--- config.mk ---
export PLATFORM = sky130hd
export DESIGN_NAME = quad_decoder
export DESIGN_NICKNAME = d
export VERILOG_FILES = /design/src/rtl/quad_decoder.sv
export SDC_FILE = /design/constraint.sdc
export NUM_CORES = 1
export LEC_CHECK = 0
export ABC_CLOCK_PERIOD_IN_PS = 3700
export CAP_MARGIN = 15
export CORE_MARGIN = 4
export CORE_UTILIZATION = 53
export DETAILED_ROUTE_END_ITERATION = 16
export PLACE_DENSITY = 0.76
export SLEW_MARGIN = 0
export SYNTH_ARGS = -nofsm -noshare
export SYNTH_HDL_FRONTEND = slang
export SYNTH_SLANG_ARGS = --single-unit
--- constraint.sdc ---
create_clock -name clk -period 3.7 [get_ports clk]
set_input_delay 0.74 -clock clk [delete_from_list [all_inputs] [get_ports clk]]
set_output_delay 0.74 -clock clk [all_outputs]
set_load 0.01 [all_outputs]
--- src/rtl/quad_decoder.sv ---
// rtl/quad_decoder.sv - quadrature encoder decoder with signed position, direction and error count
// Optional debounce filter compiled in with QUAD_DEBOUNCE_EN.
module quad_decoder #(
  parameter int WIDTH           = 16,
  parameter int DEBOUNCE_CYCLES = 4
) (
  input  logic             clk,
  input  logic             rst_n,
  input  logic             A,
  input  logic             B,
  input  logic             clr,
  output logic [WIDTH-1:0] position,
  output logic             dir,
  output logic             step,
  output logic             err,
  output logic [7:0]       err_count
);

  localparam logic [1:0] ST_WARM0 = 2'd0;
  localparam logic [1:0] ST_WARM1 = 2'd1;
  localparam logic [1:0] ST_LOAD  = 2'd2;
  localparam logic [1:0] ST_RUN   = 2'd3;

  logic             r_a_s1, r_a_s2, r_b_s1, r_b_s2;
  logic [1:0]       r_state;
  logic [1:0]       r_prev_ab;
  logic [WIDTH-1:0] r_position;
  logic             r_dir, r_step, r_err;
  logic [7:0]       r_err_count;

  logic [1:0] w_sync_ab, w_acc_ab;
  logic [1:0] w_cur_idx, w_prev_idx, w_delta;
  logic       w_settled;

  always_ff @(posedge clk) begin
    if (!rst_n) begin
      r_a_s1 <= 1'b0;
      r_a_s2 <= 1'b0;
      r_b_s1 <= 1'b0;
      r_b_s2 <= 1'b0;
    end else begin
      r_a_s1 <= A;
      r_a_s2 <= r_a_s1;
      r_b_s1 <= B;
      r_b_s2 <= r_b_s1;
    end
  end

  assign w_sync_ab = {r_a_s2, r_b_s2};

`ifdef QUAD_DEBOUNCE_EN
  localparam int CW = $clog2(DEBOUNCE_CYCLES + 1);

  logic [CW-1:0] r_db_cnt, w_db_next;
  logic [1:0]    r_db_cand, r_acc_ab;

  // Count how many consecutive samples have matched the candidate, saturating at the threshold.
  always_comb begin
    w_db_next = CW'(1);
    if (w_sync_ab == r_db_cand) begin
      if (r_db_cnt == CW'(DEBOUNCE_CYCLES)) w_db_next = r_db_cnt;
      else                                  w_db_next = r_db_cnt + 1'b1;
    end
  end

  always_ff @(posedge clk) begin
    if (!rst_n) begin
      r_db_cand <= 2'b00;
      r_db_cnt  <= '0;
      r_acc_ab  <= 2'b00;
    end else begin
      r_db_cand <= w_sync_ab;
      r_db_cnt  <= w_db_next;
      if (w_db_next == CW'(DEBOUNCE_CYCLES)) r_acc_ab <= w_sync_ab;
    end
  end

  assign w_acc_ab  = r_acc_ab;
  assign w_settled = (r_acc_ab == w_sync_ab);
`else
  assign w_acc_ab  = w_sync_ab;
  assign w_settled = 1'b1;
`endif

  // Gray order 00,10,11,01 mapped to 0..3 so a step is a +/-1 index difference.
  assign w_cur_idx  = {w_acc_ab[0], w_acc_ab[1] ^ w_acc_ab[0]};
  assign w_prev_idx = {r_prev_ab[0], r_prev_ab[1] ^ r_prev_ab[0]};
  assign w_delta    = w_cur_idx - w_prev_idx;

  always_ff @(posedge clk) begin
    if (!rst_n) begin
      r_state     <= ST_WARM0;
      r_prev_ab   <= 2'b00;
      r_position  <= '0;
      r_dir       <= 1'b0;
      r_step      <= 1'b0;
      r_err       <= 1'b0;
      r_err_count <= 8'd0;
    end else begin
      r_step <= 1'b0;
      r_err  <= 1'b0;
      case (r_state)
        ST_WARM0: r_state <= ST_WARM1;
        ST_WARM1: r_state <= ST_LOAD;
        ST_LOAD: begin
          r_prev_ab <= w_acc_ab;
          if (w_settled) r_state <= ST_RUN;
        end
        default: begin
          r_prev_ab <= w_acc_ab;
          case (w_delta)
            2'd1: begin
              r_step     <= 1'b1;
              r_dir      <= 1'b1;
              r_position <= r_position + 1'b1;
            end
            2'd3: begin
              r_step     <= 1'b1;
              r_dir      <= 1'b0;
              r_position <= r_position - 1'b1;
            end
            2'd2: begin
              r_err <= 1'b1;
              if (r_err_count != 8'hFF) r_err_count <= r_err_count + 8'd1;
            end
            default: ;
          endcase
        end
      endcase
      if (clr) r_position <= '0;
    end
  end

  assign position  = r_position;
  assign dir       = r_dir;
  assign step      = r_step;
  assign err       = r_err;
  assign err_count = r_err_count;

endmodule

==> metrics.txt <==
top-area cell type share of the netlist area=34.5%; number of cells upsized or downsized after cts=0; global router's overall resource usage=19.3%; via count of the first global-routing pass=1649; Seq/Total Area, Yosys=34.5%; nets@finish=281; Routability Congestion=0.883; clock slew at reported path FFs=70 ps; number of max-capacitance violations reported=0; final worst clock skew=3.10 ps; Synth Cell Area=2030 sq um; antenna violation net count after detailed routing=0; synthesized area per cell=8.43 sq um; buffer cell driving the clock tree root=sky130_fd_sc_hd__clkbuf_8; synth warn=0; final count of hold timing violations=0; post-synthesis sequential element count=35; CTS max path bufs=2; clk sinks=35; count of input and output buffers=31; met3 Track Usage GR=4.17%; Avg Vias per Cell=5.74; Data required, critical path=3880 ps; largest cells by area after synthesis=sky130_fd_sc_hd__dfxtp_1 35%, sky130_fd_sc_hd__xnor2_1 5.2%, sky130_fd_sc_hd__ha_1 4.9%, sky130_fd_sc_hd__and2_1 4.3%, sky130_fd_sc_hd__nor2_1 4.1%; Static Leakage=0.925 nW; unrepaired setup endpoints after global routing=no; GRT overflow=0; clock tree from TritonCTS=built; met1 track utilization from global routing=27.9%; headroom to the max-slew limit=40.3%; final routed wirelength across all metal layers=4440 microns; met2 track demand over resource=27.6%; startpoint class of the critical path=flop; DP HPWL=3110 microns; classification of the worst-slack hold path=reg2reg; clock latency reported for the late side of the worst-skew pair=300 ps; pin count of the biggest net entering global routing=21; setup violation total in the final timing report=0; floorplan row count=22; Async SR Flop Fraction=0%; routed len/inst=14.0 microns; final routed DRC violation total=0; distinct cell type count after synthesis=49; transition time at the pin with the least slew margin=888 ps; effective utilization at floorplan=55.1%; result of the run=finished, final reports clean; EDFF count, synth=0; maximum fanout along the worst path=8; initial antenna violation count=0; global-route layer with the greatest usage=met1; Worst Setup End Kind=flop; hold bufs inserted after CTS=0; Pwr Density=368 nW/um^2; Final Critical Period=3080 ps; Core Area=3690 sq um; critical path data arrival time=3260 ps; layout cell share with drive strength beyond 1=5.95%; Setup TNS Final=0 ps; Post-CTS Repair Setup Buffers=0; detailed-router iteration count before antenna repair=4; Power Total=0.000912 W; io pins=32; timing-limited maximum frequency=325 MHz; net count after synthesis=254; period utilization=83.2%; wire length of the first global-routing pass=7770 microns; drt first-iter violations=317; critical path start-end classification=reg2reg; clock buffer count from CTS=5; max-slew violation total from the final report=0; Area growth, synth to finish=22.1%; die height=69.9 microns; maximum vdd drop=0.237 mV; Total Die Area=4890 sq um; Clock H-tree levels=2; width of the die=69.9 microns; area leader, netlist=sky130_fd_sc_hd__dfxtp_1; cells after synthesis=241; most used flip-flop cell after synthesis=sky130_fd_sc_hd__dfxtp_1; vias=1818; Inserted Diodes=0
-- layer usage --
layer	wire length (microns)	share of wire, %
met5	0	0
met4	76	1.7
met1	2200	50
met2	1960	44
met3	201	4.5
-- area by class of cell --
type	count	area, sq um
sequential	35	701
fill	308	1210
tap	48	60.1
clock inverter	2	35.0
timing repair buffer	33	325
clock buffer	6	82.6
multi-input combinational	188	1260
inverter	5	18.8
-- state kept, by name (all words and copies together) (netlist names) --
signal     count
dir            1
r_a_s2         1
r_a_s1         1
r_prev_ab      2
err            1
r_b_s1         1
step           1
r_state        2
position      16
r_b_s2         1
err_count      8
-- placed cells by master, fill, tap and decap left out, types with 3 or more instances in the layout --
cell                              synthesis  layout
sky130_fd_sc_hd__dfxtp_1                 35      35
sky130_fd_sc_hd__clkdlybuf4s50_1          0      31
sky130_fd_sc_hd__nor2_1                  22      22
sky130_fd_sc_hd__nand2_1                 19      19
sky130_fd_sc_hd__and2_1                  14      14
sky130_fd_sc_hd__xnor2_1                 12      12
sky130_fd_sc_hd__nor3_1                  12      12
sky130_fd_sc_hd__nor4_1                  10      10
sky130_fd_sc_hd__xor2_1                   9       9
sky130_fd_sc_hd__a21oi_1                  8       8
sky130_fd_sc_hd__ha_1                     8       8
sky130_fd_sc_hd__nand3_1                  7       7
sky130_fd_sc_hd__o21ai_0                  7       7
sky130_fd_sc_hd__clkbuf_8                 0       6
sky130_fd_sc_hd__inv_1                    5       5
sky130_fd_sc_hd__nand2b_1                 4       4
sky130_fd_sc_hd__and3_1                   4       4
sky130_fd_sc_hd__nand4_1                  4       4
sky130_fd_sc_hd__o211ai_1                 4       4
sky130_fd_sc_hd__nor2b_1                  3       3
sky130_fd_sc_hd__a21boi_0                 3       3
sky130_fd_sc_hd__nand3b_1                 3       3
sky130_fd_sc_hd__nand4b_1                 3       3
-- kinds of logic after synthesis --
kind of cell,count (synthesis),share of synthesized area (%)
simple gates,118,31.9
mux,3,1.54
compound gates,36,12.1
flops,35,34.5
xor+xnor,23,11.4
buf+inv,18,3.64
fa+ha+maj,8,4.93
-- per-stage QoR --
step                      hold WS (ps)  util, %  std cells  instance area [sq um]  worst slack (ps)
after floorplan                    412        -        241                   2030               967
after global placement             422     64.0        309                   2360               770
after detailed placement           426     64.0        309                   2360               677
after CTS                          443     67.2        317                   2480               650
after global routing               462     67.2        317                   2480               241
final                              438     67.2        317                   2480               621
-- Yosys cell counts, types with 2 or more instances --
master,instances
sky130_fd_sc_hd__nand4b_1,3
sky130_fd_sc_hd__nand4_1,4
sky130_fd_sc_hd__o211ai_1,4
sky130_fd_sc_hd__mux2i_1,2
sky130_fd_sc_hd__nand2_2,2
sky130_fd_sc_hd__o32ai_1,2
sky130_fd_sc_hd__clkbuf_1,9
sky130_fd_sc_hd__ha_1,8
sky130_fd_sc_hd__xnor2_1,12
sky130_fd_sc_hd__and3_1,4
sky130_fd_sc_hd__nand2_1,19
sky130_fd_sc_hd__nand3b_1,3
sky130_fd_sc_hd__nor3_1,12
sky130_fd_sc_hd__and2_1,14
sky130_fd_sc_hd__nand2b_1,4
sky130_fd_sc_hd__xor2_1,9
sky130_fd_sc_hd__a21boi_0,3
sky130_fd_sc_hd__and4_1,2
sky130_fd_sc_hd__buf_2,2
sky130_fd_sc_hd__nor4_1,10
sky130_fd_sc_hd__o21a_1,2
sky130_fd_sc_hd__or4_1,2
sky130_fd_sc_hd__dfxtp_1,35
sky130_fd_sc_hd__nor2_1,22
sky130_fd_sc_hd__inv_1,5
sky130_fd_sc_hd__a21oi_1,8
sky130_fd_sc_hd__o21ai_0,7
sky130_fd_sc_hd__o2111ai_1,2
sky130_fd_sc_hd__nor3b_1,2
sky130_fd_sc_hd__nor2b_1,3
sky130_fd_sc_hd__nand3_1,7
-- critical path, cell delays in order (launching register included) --
cell and delay (ps):
sky130_fd_sc_hd__dfxtp_1 430, sky130_fd_sc_hd__xor2_1 190, sky130_fd_sc_hd__ha_1 200, sky130_fd_sc_hd__xor3_2 380, sky130_fd_sc_hd__nand2b_1 170, sky130_fd_sc_hd__xnor2_1 80
sky130_fd_sc_hd__ha_1 250, sky130_fd_sc_hd__nor4_1 490, sky130_fd_sc_hd__a211oi_1 210, sky130_fd_sc_hd__nor4_1 350, sky130_fd_sc_hd__o21a_1 180, sky130_fd_sc_hd__nor3_1 40
-- final timing paths --
kind	start	to	slack, ps	depth (start not counted)
max	r_prev_ab[0]$_SDFFE_PN0N_	position[10]$_SDFFE_PP0P_	620	11
min	r_a_s1$_SDFF_PN0_	r_a_s2$_SDFF_PN0_	440	1
max reg2reg	r_prev_ab[0]$_SDFFE_PN0N_	position[10]$_SDFFE_PP0P_	620	11
min reg2reg	r_a_s1$_SDFF_PN0_	r_a_s2$_SDFF_PN0_	440	1
-- power by group --
| group | switching [W] | internal (W) |
|---|---|---|
| logic | 0.0000871 | 0.0000585 |
| registers | 0.0000124 | 0.000390 |
| clock network | 0.000146 | 0.000218 |
| total | 0.000246 | 0.000666 |
Power figures use the tool's default switching activity.
